**src/rtl/peri_bus_pkg.sv**
```systemverilog
// Shared types and helpers for the peripheral bus bridge.
// Window index decode lives here so address maps agree across the slice.
package peri_bus_pkg;

    typedef enum logic [1:0] {IDLE, REQ, RESP, ERR} peri_state_e;

    localparam int IDX_W = 4;

    function automatic logic [IDX_W-1:0] decode_idx(input logic [31:0] addr, input int win_lsb);
        logic [31:0] shifted;
        shifted = addr >> win_lsb;
        return shifted[IDX_W-1:0];
    endfunction

endpackage

```
**src/rtl/peri_bus_bridge.sv**
```systemverilog
// Single-outstanding bridge from the core peripheral port to NSlaves 4 KiB windows.
// Unmapped or hung accesses are terminated locally with a zero response and a sticky error.
module peri_bus_bridge
    import peri_bus_pkg::*;
#(
    parameter int NSlaves       = 4,
    parameter int WinLsb        = 12,
    parameter int TimeoutCycles = 255
) (
    input  logic                    clk,
    input  logic                    rst_n,
    input  logic                    peri_req,
    input  logic [31:0]             peri_addr,
    input  logic                    peri_write,
    input  logic [3:0]              peri_be,
    input  logic [31:0]             peri_wdata,
    output logic                    peri_gnt,
    output logic                    peri_rvalid,
    output logic [31:0]             peri_rdata,
    output logic [NSlaves-1:0]      slv_req,
    output logic [31:0]             slv_addr,
    output logic                    slv_we,
    output logic [3:0]              slv_be,
    output logic [31:0]             slv_wdata,
    input  logic [NSlaves-1:0]      slv_gnt,
    input  logic [NSlaves-1:0]      slv_rvalid,
    input  logic [32*NSlaves-1:0]   slv_rdata,
    output logic                    bus_err
);

    localparam int              CntW    = $clog2(TimeoutCycles + 1);
    localparam logic [31:0]     WinMask = (32'h1 << WinLsb) - 32'h1;
    localparam logic [CntW-1:0] CntLast = CntW'(TimeoutCycles - 1);

    peri_state_e      r_state;
    logic [IDX_W-1:0] r_idx;
    logic [31:0]      r_addr;
    logic             r_we;
    logic [3:0]       r_be;
    logic [31:0]      r_wdata;
    logic [CntW-1:0]  r_cnt;
    logic             r_rvalid;
    logic [31:0]      r_rdata;
    logic             r_busErr;

    logic [IDX_W-1:0]   w_idx;
    logic               w_decodeOk;
    logic               w_inReq;
    logic               w_timeout;
    logic               w_selGnt;
    logic               w_selRvalid;
    logic [31:0]        w_selRdata;
    logic [NSlaves-1:0] w_slvReq;

    assign w_idx      = decode_idx(peri_addr, WinLsb);
    assign w_decodeOk = (int'(w_idx) < NSlaves) && ((peri_addr >> (WinLsb + IDX_W)) == 32'h0);
    assign w_inReq    = (r_state == REQ);
    assign w_timeout  = (r_cnt == CntLast);

    // Held off while the previous response is still on the port, so grants resume the cycle after.
    assign peri_gnt = (r_state == IDLE) && !r_rvalid && peri_req;

    always_comb begin
        w_selGnt    = 1'b0;
        w_selRvalid = 1'b0;
        w_selRdata  = '0;
        w_slvReq    = '0;
        for (int i = 0; i < NSlaves; i++) begin
            if (r_idx == IDX_W'(i)) begin
                w_selGnt    = slv_gnt[i];
                w_selRvalid = slv_rvalid[i];
                w_selRdata  = slv_rdata[32*i +: 32];
                w_slvReq[i] = w_inReq;
            end
        end
    end

    assign slv_req     = w_slvReq;
    assign slv_addr    = w_inReq ? r_addr  : '0;
    assign slv_we      = w_inReq ? r_we    : 1'b0;
    assign slv_be      = w_inReq ? r_be    : '0;
    assign slv_wdata   = w_inReq ? r_wdata : '0;
    assign peri_rvalid = r_rvalid;
    assign peri_rdata  = r_rdata;
    assign bus_err     = r_busErr;

    always_ff @(posedge clk or negedge rst_n) begin
        if (!rst_n) begin
            r_state  <= IDLE;
            r_idx    <= '0;
            r_addr   <= '0;
            r_we     <= 1'b0;
            r_be     <= '0;
            r_wdata  <= '0;
            r_cnt    <= '0;
            r_rvalid <= 1'b0;
            r_rdata  <= '0;
            r_busErr <= 1'b0;
        end else begin
            r_rvalid <= 1'b0;
            r_rdata  <= '0;
            case (r_state)
                IDLE: begin
                    if (peri_gnt) begin
                        r_idx   <= w_idx;
                        r_addr  <= peri_addr & WinMask;
                        r_we    <= peri_write;
                        r_be    <= peri_be;
                        r_wdata <= peri_wdata;
                        r_cnt   <= '0;
                        if (w_decodeOk) begin
                            r_state <= REQ;
                        end else begin
                            r_state  <= ERR;
                            r_rvalid <= 1'b1;
                            r_busErr <= 1'b1;
                        end
                    end
                end
                REQ: begin
                    // A grant on the final counted cycle still wins over the timeout.
                    if (w_selGnt) begin
                        r_cnt <= '0;
                        if (w_selRvalid) begin
                            r_rvalid <= 1'b1;
                            r_rdata  <= r_we ? 32'h0 : w_selRdata;
                            r_state  <= IDLE;
                        end else begin
                            r_state <= RESP;
                        end
                    end else if (w_timeout) begin
                        r_rvalid <= 1'b1;
                        r_busErr <= 1'b1;
                        r_state  <= IDLE;
                    end else begin
                        r_cnt <= r_cnt + CntW'(1);
                    end
                end
                RESP: begin
                    if (w_selRvalid) begin
                        r_rvalid <= 1'b1;
                        r_rdata  <= r_we ? 32'h0 : w_selRdata;
                        r_state  <= IDLE;
                    end else if (w_timeout) begin
                        r_rvalid <= 1'b1;
                        r_busErr <= 1'b1;
                        r_state  <= IDLE;
                    end else begin
                        r_cnt <= r_cnt + CntW'(1);
                    end
                end
                ERR: begin
                    r_state <= IDLE;
                end
                default: begin
                    r_state <= IDLE;
                end
            endcase
        end
    end

endmodule

```
**config.mk**
```make
export PLATFORM = sky130hd
export DESIGN_NAME = peri_bus_bridge
export DESIGN_NICKNAME = d
export VERILOG_FILES = /design/src/rtl/peri_bus_pkg.sv /design/src/rtl/peri_bus_bridge.sv
export SDC_FILE = /design/constraint.sdc
export NUM_CORES = 1
export LEC_CHECK = 0
export BUFFER_PORTS_ARGS = -buffer_cell sky130_fd_sc_hd__buf_2
export CAP_MARGIN = 20
export CORE_AREA = 2 2 124 126
export DETAILED_ROUTE_END_ITERATION = 8
export DIE_AREA = 0 0 126 128
export PLACE_DENSITY = 0.79
export REMOVE_ABC_BUFFERS = 1
export SLEW_MARGIN = 20
export SYNTH_ARGS = -nofsm -noshare
export SYNTH_HDL_FRONTEND = slang
export SYNTH_SLANG_ARGS = --single-unit
```
**constraint.sdc**
```tcl
create_clock -name clk -period 2.65 [get_ports clk]
set_clock_uncertainty 0.1 [all_clocks]
set_input_delay 0.265 -clock clk [delete_from_list [all_inputs] [get_ports clk]]
set_output_delay 0.265 -clock clk [all_outputs]
set_load 0.05 [all_outputs]
```
==> impl_metrics.ini, run 1 <==
[synth]
synthArstFlopShare_pct = 100
synthCells = 596
synth-edff-count = 0
synth_area_mm2 = 0.00548
ys_seq_area_share_pct = 44.3
synth_top_area_share_pct = 44.3
synth_cell_types = 48
synth_top_family_by_area = simple AND/OR/NAND/NOR gates
avgSynthCellArea_um2 = 9.20
synthFlopType = dfrtp_1
synth-compound-area-share_pct = 17.5
synth_seq_cells = 97
synth_top_area_cell = dfrtp_1
ys_warn_count = 0
synthMuxAreaShare_pct = 4.63
synth_xor_area_share_pct = 0
synthAdderAreaFrac_pct = 1.37
yosys-top-cells-area = dfrtp_1 (44%), nand2_1 (12%), a211oi_2 (6.8%)
synthSimpleGateAreaFrac_pct = 24.9

[cts]
cts_buffer_depth = 2
root_buffer = clkbuf_16
cts_setup_buffers = 0
cts_sinks = 97
clkTransAtPathRegs_ps = 70
cts_tree = done
clk_latency_ps = 340
cts_buffers = 9
h-tree-depth = 3

[place]
hpwlAfterDp_um = 12400
gp_congestion = 0.771
port_buffers = 295
detailedPlace.worstSlack_ps = 187
placed_area_mm2 = 0.00702
dp.cells = 1044

[worst_hold_path]
hold_end = r_wdata[3]
whs_path_depth = 3
min-delay-start = peri_wdata[3]
hp-class = input pin to register

[cells_and_area]
fin_nets = 1085
final_cell_mix = buf_2 (294), nand2_1 (167), dfrtp_1 (95)
fillers = 1423
fin_util_pct = 49.9
drive_above_1_share_pct = 41.4
stdcell_area_mm2 = 0.00741
finalNonFillerCells = 1065
syn_to_final_growth_pct = 35.3
final_common_cell = buf_2

[global_route]
grt_pass1_wl_um = 24900
antenna_found_initial = 1
grtUsageTotal_pct = 19.6
grt_pass1_vias = 4853
grt_max_degree = 86
grt_overflow = 0

[floorplan]
num_io_pins = 316
core_mm2 = 0.0149
initial_core_util_pct = 36.9
die_area_mm2 = 0.0161
rows = 45
fp.dieH_um = 128
die_w_um = 126

[setup_path]
arrival_ps = 2100
reg2reg_to = r_cnt[6]
timing.rr.start = r_state[1]
reg2reg_slack_ps = 370
path_class = register to primary output
crit_required_ps = 2290
crit_path_end_kind = primary output
r2r_cells = 6
start_kind = register
crit_fanout = 15

[sta]
layout_setup_ws_ps = 189
post-route-min-period_ps = 2460
hold_violations = 0
fin_crit_sh_pct = 92.9
max_slew_margin_pct = 55.6
finalMaxSlewViolations = 0
tightest_slew_ps = 666
rsz0062_at_grt = no
finalSetupViolCount = 0
fmax_mhz = 406

[detailed_routing]
wl_per_cell_um = 15.5
drt_pass1_iterations = 6
wl_um = 16500
drtIter0Drc = 169
vias_per_cell = 4.94
vias = 5265
drc = 0
ant_nets = 0

[power]
power_w = 0.00739
combPwrFrac_pct = 49.7
seq_power_share_pct = 29.9
switching_power_w = 0.00338
p_sw_share_pct = 45.8
p_per_area_mw_per_mm2 = 997
internal-power_w = 0.00401
irDropWorstVdd_mv = 0.389
static-leakage-power_nw = 3.97
pwr-share-clk_pct = 20.4

[outcome]
run_status = complete, no violations

[job]
drv_cap = 0
cell usage after synthesis, drive strengths merged (6+ instances only):
master and count:
ha 6, mux2i 23, inv 8, clkbuf 29, o22ai 16, a21oi 11, dfrtp 97, nor2b 32
buf 35, and2 51, a211oi 64, nand2 168
critical path, cell delays in order, from the launching register on:
cell,delay [ps]
dfrtp_1,430
inv_1,100
ha_1,330
nand3b_1,240
inv_2,320
buf_2,330
layer usage:
layer	global-route usage [%]	share of wire, %	vias up
li1	-	-	2533
met1	23.6	40	2457
met2	34.3	50	247
met3	4.34	7.3	28
met4	7.76	2.6	0
met5	0	0	-
power groups by stage:
stage / combinational (W) / clock (W) / sequential, W
finish: 0.00367 / 0.00151 / 0.00221
global route: 0.00401 / 0.00162 / 0.00227
CTS: 0.00370 / 0.00156 / 0.00221
detailed placement: 0.00368 / 0 / 0.00224
global placement: 0.00361 / 0 / 0.00222
floorplan: 0.00232 / 0 / 0.00257
registers in the layout (all words and copies together) (netlist names):
name	flops
peri_rdata	32
r_idx	4
peri_rvalid	1
r_addr	12
r_wdata	32
r_cnt	8
bus_err	1
r_state	2
r_be	4
r_we	1
repair_timing:
| item | CTS | global route |
|---|---|---|
| endpoints found under the setup margin | 1 | 1 |
| endpoints found under the hold margin | 45 | 0 |
| gates resized for setup | 1 | 1 |
| hold buffers | 4 | 0 |
logic make-up (layout without fill, tap and decap cells):
| kind of cell | count (synthesis) | after routing |
|---|---|---|
| and+or+nand+nor | 286 | 286 |
| AOI/OAI and AO/OA | 110 | 110 |
| DFF | 97 | 97 |
| buffers and inverters | 72 | 333 |
| muxes | 24 | 24 |
| adders and majority gates | 6 | 6 |
| other | 1 | 21 |
stage by stage:
step | hold slack (ps) | TNS, ps
after floorplan | -131 | -109800
after global placement | 215 | 0
after detailed placement | 214 | 0
after CTS | 0.402 | 0
after global routing | 9.91 | 0
final | 17.6 | 0
worst max-delay path by stage:
stage / start / to / slack, ps / cells past startpoint
finish: r_state[1] / peri_gnt / 190 / 5
global route: r_state[1] / slv_req[3] / 40 / 5
floorplan: r_idx[0] / peri_rdata[24] / -2080 / 4
CTS: r_idx[1] / slv_req[2] / 20 / 4
detailed placement: r_idx[1] / slv_req[2] / 190 / 4
global placement: r_idx[1] / slv_req[2] / 230 / 4
layout make-up:
type,count,area (um^2),share of cell area [%]
antenna,1,2.50,0.0337
tap,188,235,3.17
inverter,8,30.0,0.405
clock inverter,6,113,1.52
sequential,97,2430,32.8
multi-input combinational,446,2740,36.9
clock buffer,10,229,3.09
timing repair buffer,309,1640,22.1
Power figures use the tool's default switching activity.
==> run 2, diff against run 1 <==
--- a/config.mk
+++ b/config.mk
@@ -11,7 +11,7 @@
 export DETAILED_ROUTE_END_ITERATION = 8
 export DIE_AREA = 0 0 126 128
 export PLACE_DENSITY = 0.79
-export REMOVE_ABC_BUFFERS = 1
+export SETUP_SLACK_MARGIN = 0.3
 export SLEW_MARGIN = 20
 export SYNTH_ARGS = -nofsm -noshare
 export SYNTH_HDL_FRONTEND = slang
==> impl_metrics.ini, run 2 (synthesis results as in run 1) <==
[sta]
rsz0062_at_grt = yes
tightest_slew_ps = 677
max_slew_margin_pct = 54.9
post-route-min-period_ps = 2380
finalMaxSlewViolations = 0
finalSetupViolCount = 0
hold_violations = 0
layout_setup_ws_ps = 273
holdWs_ps = 9.99
fmax_mhz = 421
fin_crit_sh_pct = 89.7
setup_tns_ps = 0

[outcome]
run_status = complete, no violations

[cts]
cts_tree = done
root_buffer = clkbuf_16
clk_latency_ps = 350
h-tree-depth = 3
clkTransAtPathRegs_ps = 70
cts_buffers = 9
cts_buffer_depth = 2
cts_sinks = 97

[cells_and_area]
antenna_cells = 0
final_common_cell = buf_2
fillers = 1366
fin_nets = 1118
final_cell_mix = buf_2 (294), nand2_1 (167), dfrtp_1 (95)
syn_to_final_growth_pct = 40.8
fin_util_pct = 51.9
drive_above_1_share_pct = 40.9

[power]
static-leakage-power_nw = 4.08
irDropWorstVdd_mv = 0.472
power_w = 0.00738
p_per_area_mw_per_mm2 = 957

[global_route]
antenna_found_initial = 1
grt_overflow = 0
grt_pass1_vias = 5182
grt_max_degree = 72
grt_pass1_wl_um = 26100
grtUsageTotal_pct = 20.5

[detailed_routing]
wl_met2_um = 8600
drtIter0Drc = 174
drc = 0
wl_per_cell_um = 15.4
drt_pass1_iterations = 6
topRoutingLayerUsed = met5
vias = 5342
wl_um = 16900
wl_met3_um = 1110
ant_nets = 0
wl_met1_um = 6900
vias_per_cell = 4.87

[floorplan]
die_area_mm2 = 0.0161
core_mm2 = 0.0149
num_io_pins = 316
die_w_um = 126
rows = 45
initial_core_util_pct = 36.9
fp.dieH_um = 128

[job]
drv_cap = 0

[setup_path]
path_class = register to primary output
crit_fanout = 61
timing.rr.start = r_idx[0]
cp-startpoint = r_idx[1]
start_kind = register
crit_path_end_kind = primary output
crit_required_ps = 2290
r2r_cells = 5
reg2reg_slack_ps = 560
endpoint = slv_req[2]
reg2reg_to = peri_rdata[24]
arrival_ps = 2010

[place]
hpwlAfterDp_um = 12200
port_buffers = 295
detailedPlace.worstSlack_ps = 228
gp_congestion = 0.845

[worst_hold_path]
hp-class = input pin to register
[run 2: cell types whose count changed in the layout (fill, tap and decap cells not counted), sizes merged]
cell,previous run,this run
dlygate4sd3,4,31
buf,305,310
clkinvlp,0,4
bufinv,3,1
clkinv,1,0
diode,1,0
[run 2: area by class of cell]
cell class | instances | area, um^2 | area share, %
inverter | 8 | 32.5 | 0.422
clock inverter | 7 | 77.6 | 1.01
tap | 188 | 235 | 3.05
clock buffer | 9 | 225 | 2.92
multi-input combinational | 446 | 2750 | 35.6
sequential | 97 | 2430 | 31.5
timing repair buffer | 342 | 1970 | 25.5
[run 2: per-layer routing]
layer	GRT usage (%)	vias to the layer above
li1	-	2598
met1	24.4	2491
met2	37.1	232
met3	3.92	19
met4	6.92	2
met5	0	-
[run 2: worst min-delay path by stage]
stage                         from             to  cells past startpoint
global placement             rst_n  peri_rdata[5]                      1
CTS                   peri_addr[6]      r_addr[6]                      3
detailed placement           rst_n  peri_rdata[5]                      1
finish               peri_wdata[7]     r_wdata[7]                      3
floorplan                    rst_n        bus_err                      0
global route        peri_wdata[29]    r_wdata[29]                      3
[run 2: what timing repair did]
| action | CTS | global route |
|---|---|---|
| gates cloned | 0 | 0 |
| hold buffers | 31 | 0 |
| pin swaps | 0 | 2 |
| endpoints found under the setup margin | 3 | 11 |
| gates resized for setup | 3 | 2 |
| hold endpoints to repair | 78 | 0 |
| setup buffers | 1 | 2 |
[run 2: critical path: stages (launching register included)]
cell and delay, ps:
dfrtp_2 470, clkbuf_8 410, nand2_2 310, nor3_2 170, buf_2 280
[run 2: where the power goes]
part	switching [W]	internal, W
sequential	0.000306	0.00194
combinational	0.00252	0.00126
clock	0.000615	0.000739
[run 2: metrics by stage]
step / cell area [um^2] / cells
2_1_floorplan: 5560 / 615
3_3_place_gp: 7050 / 1047
3_5_place_dp: 7050 / 1047
4_1_cts: 7680 / 1095
5_1_grt: 7710 / 1097
6_report: 7710 / 1097
